<file path="src/rtl/serial_adder_ctrl.sv">
// Bit-serial add/subtract engine: streams two WIDTH-bit operands LSB-first through one
// full-adder cell and returns result, carry-out and signed overflow over valid/ready.
module serial_adder_ctrl #(
  parameter int WIDTH = 8
) (
  input  logic             clk,
  input  logic             rst_n,
  input  logic             start_valid,
  output logic             start_ready,
  input  logic [WIDTH-1:0] op_a,
  input  logic [WIDTH-1:0] op_b,
  input  logic             sub,
  output logic [WIDTH-1:0] res,
  output logic             cout,
  output logic             ovf,
  output logic             res_valid,
  input  logic             res_ready,
  output logic             busy
);

  localparam int CW = $clog2(WIDTH) + 1;

  typedef enum logic [1:0] {
    IDLE = 2'd0,
    RUN  = 2'd1,
    DONE = 2'd2
  } state_t;

  state_t           state_r;
  state_t           state_next_s;
  logic [WIDTH-1:0] a_sh_r;
  logic [WIDTH-1:0] b_sh_r;
  logic [WIDTH-1:0] res_r;
  logic             carry_r;
  logic             cout_r;
  logic             ovf_r;
  logic [CW-1:0]    count_r;
  logic             fa_sum_s;
  logic             fa_cout_s;
  logic             last_bit_s;

  // One-bit full-adder cell: returns {cout, sum}.
  function automatic logic [1:0] full_add(input logic a, input logic b, input logic c);
    logic s_v;
    logic co_v;
    s_v  = a ^ b ^ c;
    co_v = (a & b) | (a & c) | (b & c);
    return {co_v, s_v};
  endfunction

  // Full-adder cell fed from the operand shift-register LSBs and the carry flop.
  always_comb begin
    {fa_cout_s, fa_sum_s} = full_add(a_sh_r[0], b_sh_r[0], carry_r);
    last_bit_s            = (count_r == CW'(WIDTH - 1));
  end

  // Next-state decode.
  always_comb begin
    state_next_s = state_r;
    case (state_r)
      IDLE: begin
        if (start_valid) begin
          state_next_s = RUN;
        end else begin
          state_next_s = IDLE;
        end
      end
      RUN: begin
        if (last_bit_s) begin
          state_next_s = DONE;
        end else begin
          state_next_s = RUN;
        end
      end
      DONE: begin
        if (res_ready) begin
          state_next_s = IDLE;
        end else begin
          state_next_s = DONE;
        end
      end
      default: begin
        state_next_s = IDLE;
      end
    endcase
  end

  // State register.
  always_ff @(posedge clk) begin
    if (!rst_n) begin
      state_r <= IDLE;
    end else begin
      state_r <= state_next_s;
    end
  end

  // Operand shifters, carry flop, result shifter and flags; subtraction is A + ~B + 1.
  always_ff @(posedge clk) begin
    if (!rst_n) begin
      a_sh_r  <= {WIDTH{1'b0}};
      b_sh_r  <= {WIDTH{1'b0}};
      res_r   <= {WIDTH{1'b0}};
      carry_r <= 1'b0;
      cout_r  <= 1'b0;
      ovf_r   <= 1'b0;
      count_r <= {CW{1'b0}};
    end else begin
      case (state_r)
        IDLE: begin
          if (start_valid) begin
            a_sh_r  <= op_a;
            b_sh_r  <= sub ? ~op_b : op_b;
            carry_r <= sub;
            count_r <= {CW{1'b0}};
            res_r   <= {WIDTH{1'b0}};
            cout_r  <= 1'b0;
            ovf_r   <= 1'b0;
          end
        end
        RUN: begin
          a_sh_r  <= {1'b0, a_sh_r[WIDTH-1:1]};
          b_sh_r  <= {1'b0, b_sh_r[WIDTH-1:1]};
          res_r   <= {fa_sum_s, res_r[WIDTH-1:1]};
          carry_r <= fa_cout_s;
          count_r <= count_r + CW'(1);
          // On the MSB, carry_r is the carry into the sign bit.
          if (last_bit_s) begin
            cout_r <= fa_cout_s;
            ovf_r  <= carry_r ^ fa_cout_s;
          end
        end
        DONE: begin
          count_r <= count_r;
        end
        default: begin
          count_r <= {CW{1'b0}};
        end
      endcase
    end
  end

  // Handshake and status decode from registered state only.
  always_comb begin
    start_ready = (state_r == IDLE) & rst_n;
    res_valid   = (state_r == DONE);
    busy        = (state_r == RUN) | (state_r == DONE);
    res         = res_r;
    cout        = cout_r;
    ovf         = ovf_r;
  end

endmodule

</file>
<file path="config.mk">
export PLATFORM = sky130hd
export DESIGN_NAME = serial_adder_ctrl
export DESIGN_NICKNAME = d
export VERILOG_FILES = /design/src/rtl/serial_adder_ctrl.sv
export SDC_FILE = /design/constraint.sdc
export NUM_CORES = 1
export LEC_CHECK = 0
export ABC_CLOCK_PERIOD_IN_PS = 1900
export CORE_ASPECT_RATIO = 1.2
export CORE_MARGIN = 4
export CORE_UTILIZATION = 39
export DETAILED_ROUTE_END_ITERATION = 16
export HOLD_SLACK_MARGIN = 0.1
export MAX_ROUTING_LAYER = met4
export PLACE_DENSITY = 0.64
export REMOVE_ABC_BUFFERS = 1
export SLEW_MARGIN = 25
export SYNTH_ARGS = -nofsm -noshare
export SYNTH_HDL_FRONTEND = slang
export SYNTH_SLANG_ARGS = --single-unit
</file>
<file path="constraint.sdc">
create_clock -name clk -period 1.9 [get_ports clk]
set_input_delay 0.285 -clock clk [delete_from_list [all_inputs] [get_ports clk]]
set_output_delay 0.285 -clock clk [all_outputs]
set_load 0.02 [all_outputs]
</file>
---- Word-level counts from Yosys, hierarchy flattened ----
Index checks and enable logic that the tools add are counted.
word-level totals
  register bits ........................... 33
  bits of input ports ..................... 21
  output and inout port bits .............. 13
  word-level logic and storage cells ...... 51
cells by class
  $add $sub $neg .......................... 1
  equal/unequal tests ..................... 5
  multiplexer cells ....................... 20
  bitwise gates (word level) .............. 12
  reduce and logical (&&, ||, !) cells .... 5
operator list
  operator                                             number
  one-hot mux 8 bit (2 select lines)                   3
  two-way mux 8 bit                                    4
  one-hot mux 4 bit (3 select lines)                   1
  NOT 8 bit                                            1
  one-hot mux 1 bit (2 select lines)                   3
  one-hot mux 2 bit (3 select lines)                   1
  two-way mux 1 bit                                    5
  adder 4 x 1 -> 4 bit, second input constant          1
  bitwise AND 1 bit                                    4
  equality test 4 x 3 -> 1 bit, second input constant  1
  two-way mux 2 bit                                    2
  two-way mux 4 bit                                    1
  != test 2 bit, second input constant                 2
  AND reduction 2 bit                                  2
  bitwise OR 1 bit                                     3
  AND reduction 3 bit                                  1
  XOR 1 bit                                            3
  equality test 2 x 1 -> 1 bit, second input constant  1
  equality test 2 bit, second input constant           1
  logical NOT 2 bit                                    1
  nonzero test 2 bit                                   1
  NOT 1 bit                                            1

---- Logic depth before layout (Yosys ltp) ----
  depth after elaboration ................. 6
  mapped depth ............................ 7
  depth with buffers taken out ............ 5

---- Worst setup path after synthesis ----
Ideal clock, no wire load.
  kind .................................... flip-flop to flip-flop
  start point ............................. register state_r[0]
  end point ............................... register count_r[3]
  library setup time ...................... 0.074 ns
  data arrival time ....................... 1.532 ns
  required time ........................... 1.826 ns
  path slack .............................. 0.294 ns
  cell stages (with the launch flop) ...... 6
  buffers on the path ..................... 0
  clock period less this slack ............ 1.606 ns
  cell sequence ........................... dfxtp_1 > inv_1 > ha_1 > and2b_1 > or4b_1 > a31oi_1
between the ends
  cells in the longest elaborated chain, start to end .. 3
  elaborated cells between the ends (all ways) .. 7
  those cells by class .................... eq/ne: 3; mux: 1; bitwise: 1; reduce/logical: 2
RTL lines
  item                                                                                        line  source
  from (decl)                                                                                 29    state_t state_r;
  from (signal assigned)                                                                      93    state_r <= state_next_s;
  equality test 2 bit *                                                                       --
  named net res_valid                                                                         16    output logic res_valid,
  parallel branches: the longest is 2 deep, another holds one-hot mux 4 bit (3 select lines)  --
  to (signal assigned)                                                                        106   count_r <= {CW{1'b0}};
  to (signal assigned)                                                                        114   count_r <= {CW{1'b0}};
  to (signal assigned)                                                                        125   count_r <= count_r + CW'(1);
  to (decl)                                                                                   37    logic [CW-1:0] count_r;
Mark *: on every way through the listed nets, which the timed path passes.
A chain may end at the register's enable or synchronous reset.

---- Final worst setup path ----
  start point ............................. register state_r[0]
  end point ............................... register count_r[3]
between the ends
  cells in the longest elaborated chain, start to end .. 3
  elaborated cells between the ends (all ways) .. 7
  those cells by class .................... eq/ne: 3; mux: 1; bitwise: 1; reduce/logical: 2
RTL lines
  item                                                         line  source
  logical NOT 2 bit or equality test 2 bit (tied branches)     108   case (state_r)
  != test 2 bit (no source line) or NOT 1 bit (tied branches)  --
  AND reduction 2 bit (no source line)                         --
Parallel ways exist; a longest one is shown, timed or not.

==> summary.txt <==
Status
  – Status: complete, no violations

Logic synthesis
  – Count leader, synth: dfxtp_1
  – Synth Instances: 167
  – YS warnings: 0
  – Number of distinct library cells after synthesis: 35
  – Ys async rst share: 0
  – Sequential fraction of the synthesis area: 0.4157
  – Post-synth top area cell: dfxtp_1
  – Synthesized flop and latch total: 33
  – Post-synthesis area per instance: ~9.5 um^2
  – Top post-synthesis cells by count: dfxtp_1, nor2_1, mux2i_1
  – Post-Syn Area: 1589 um^2
  – Number of enable flip-flop cells after synthesis: 0
  – Prevailing post-synth register cell: dfxtp_1
  – Largest cells by area after synthesis: dfxtp_1, mux2i_1, a32oi_1
  – Share of the synthesized area in the top cell type: 0.4157

Floorplan
  – Die X: between 60 and 70 um
  – I/O Pins: 34
  – Die area: 5164 um^2
  – Core ar.: approximately 3900 um^2
  – Row cnt: 25
  – Initial Util: 0.4032
  – Die Ht: about 78 um

Cells and area
  – # diodes: 0
  – Fin util: 0.5273
  – FILL cells: between 300 and 400
  – Fin nets: around 230
  – Multi-input gate area: 857.1 um^2
  – Storage cell area: about 660 um^2
  – Area Overhead vs Synth: 30.79%
  – Share of cells above drive strength 1: 0.08780

Route
  – 1st-iter DRT viols: about 100
  – Vias per std cell: around 5.2
  – Residual DRC count: 0
  – Post-route ant nets: 0
  – Routed WL: 3582 um
  – Vias: 1346
  – Drt first pass iters: 4
  – WL per Instance: between 10 and 15 um

Place
  – Port bufs: 33
  – Post-DP HPWL: between 2000 and 3000 um
  – Global placement routability congestion: 0.8086
  – Worst slack, placed: ~0.13 ns

Global routing
  – Tot GR Track Use: 0.1523
  – Vias in the first global route: between 1k and 1.5k
  – Met2 GRT Util: 0.2463
  – GR peak layer: met2
  – Initial antenna violation count: 0
  – GRT Residual Overflow: 0
  – Met1 Use GR: 0.1770
  – Pin count of the biggest net entering global routing: 20
  – GR Util met3: 0.04342
  – First-pass GRT wire length: 6051 um

Timing
  – WHS: between 0.4 and 0.5 ns
  – RSZ-0062 raised after global routing: no
  – Fmax: 575.1 MHz
  – Final hold vios: 0
  – Fin crit share: 0.9152
  – Final min period: between 1.5 and 2 ns
  – Final worst setup slack: 0.1611 ns
  – Final Skew: ~0.0018 ns
  – Setup TNS: 0 ns
  – Slew headroom: 0.7849
  – Slew Limit Fails: 0
  – Worst Max-Slew Pin Slew: about 0.32 ns
  – Final setup vio count: 0

Worst setup path
  – Worst-path fanout max: 6
  – Crit. End Element: flop
  – WP data required: roughly 2.1 ns
  – CP startpoint kind: flop
  – Critical path class: flop to flop
  – Worst Path Arrival: 1.95 ns
  – Worst r2r path cells: 6

Clock network
  – Clock Latency Late Sink: 0.28 ns
  – Max clock buf depth: 2
  – TritonCTS Sinks: 33
  – Root Driver: clkbuf_8
  – CTS tree: done
  – Htree depth: 2
  – Total CTS buffers: 5
  – Clk slew on worst S/H paths: 0.07 ns

Power and ir drop
  – Max VDD drop: 0.4369 mV
  – Leak pwr: ~0.79 nW
  – Pwr/cell area: 739.3 nW/um^2

Flow run
  – Max cap viols: 0

Min path
  – WHS Path Cells: 2
  – Class of the worst hold path: flop to flop
## power breakdown
group          total [mW]  internal (mW)  switching (mW)  leakage, nW
clock network       0.500          0.254           0.246       0.0450
logic               0.281          0.139           0.142        0.473
registers           0.755          0.731          0.0242        0.269
## flip-flops by register name, indices dropped and copies added, names as in the netlist
name     flops
carry_r      1
cout         1
a_sh_r       8
ovf          1
res          8
b_sh_r       8
state_r      2
count_r      4
## metal layers
layer / part of all wire / routed length (um)
met1: 0.44 / 1590
met2: 0.51 / 1821
met3: 0.033 / 117
met4: 0.015 / 53
met5: 0 / 0
## logic make-up after synthesis
group           share of synthesized area
xor+xnor                          0.04961
buf+inv                           0.04488
compound gates                     0.1646
fa+ha+maj                         0.05197
flops                              0.4157
mux                                0.1063
simple gates                       0.1669
## through the flow
stage	power [mW]	instances	area, um^2
after global routing	1.615	259	2078
after CTS	1.554	259	2078
after floorplan	0.9311	156	1529
final	1.536	259	2078
after detailed placement	1.056	251	1999
after global placement	1.046	251	1999
## cells in the final DEF (no fill, tap or decap), types with 2 or more instances in the layout
master	count
or3_1	2
nor2_1	15
a31oi_1	2
clkbuf_8	5
buf_4	7
clkdlybuf4s50_1	30
a211oi_1	7
dfxtp_1	33
nand3b_1	2
xnor2_1	2
inv_1	3
nand3_1	10
ha_1	5
nand4b_1	4
a21oi_1	8
o21ai_1	7
dlygate4sd2_1	3
xor2_1	7
nand2b_1	3
a32oi_1	8
o21ai_0	3
mux2i_1	14
clkinv_2	2
nand2_1	9
## critical path: stages (launching register included)
cell	delay (ns)
dfxtp_1	0.37
inv_1	0.08
ha_1	0.22
buf_4	0.17
nor2b_4	0.14
or4b_1	0.52
a31oi_1	0.17
## path summary, 6_finish.rpt
kind / start / endpoint / slack [ns]
worst max-delay path: state_r[0] / count_r[3] / 0.16
worst min-delay path: a_sh_r[7] / a_sh_r[7] / 0.46
worst max register to register: state_r[0] / count_r[3] / 0.16
worst min register to register: a_sh_r[7] / a_sh_r[7] / 0.46
## final cells by class
class                   count  area share
multi-input cells         120      0.4124
flip-flops and latches     33      0.3179
repair buffers             41      0.1921
clock buffers               6     0.03492
well taps                  54     0.03251
inverters                   3    0.005418
clock inverters             2    0.004816
## repair_timing
| action | in CTS | in global routing |
|---|---|---|
| hold endpoints to repair | 0 | 0 |
| endpoints found under the setup margin | 3 | 0 |
| hold buffers | 0 | 0 |
| buffers inserted | 0 | 0 |
| gates resized for setup | 3 | 0 |
No activity file was read; power rests on OpenSTA's default activity.
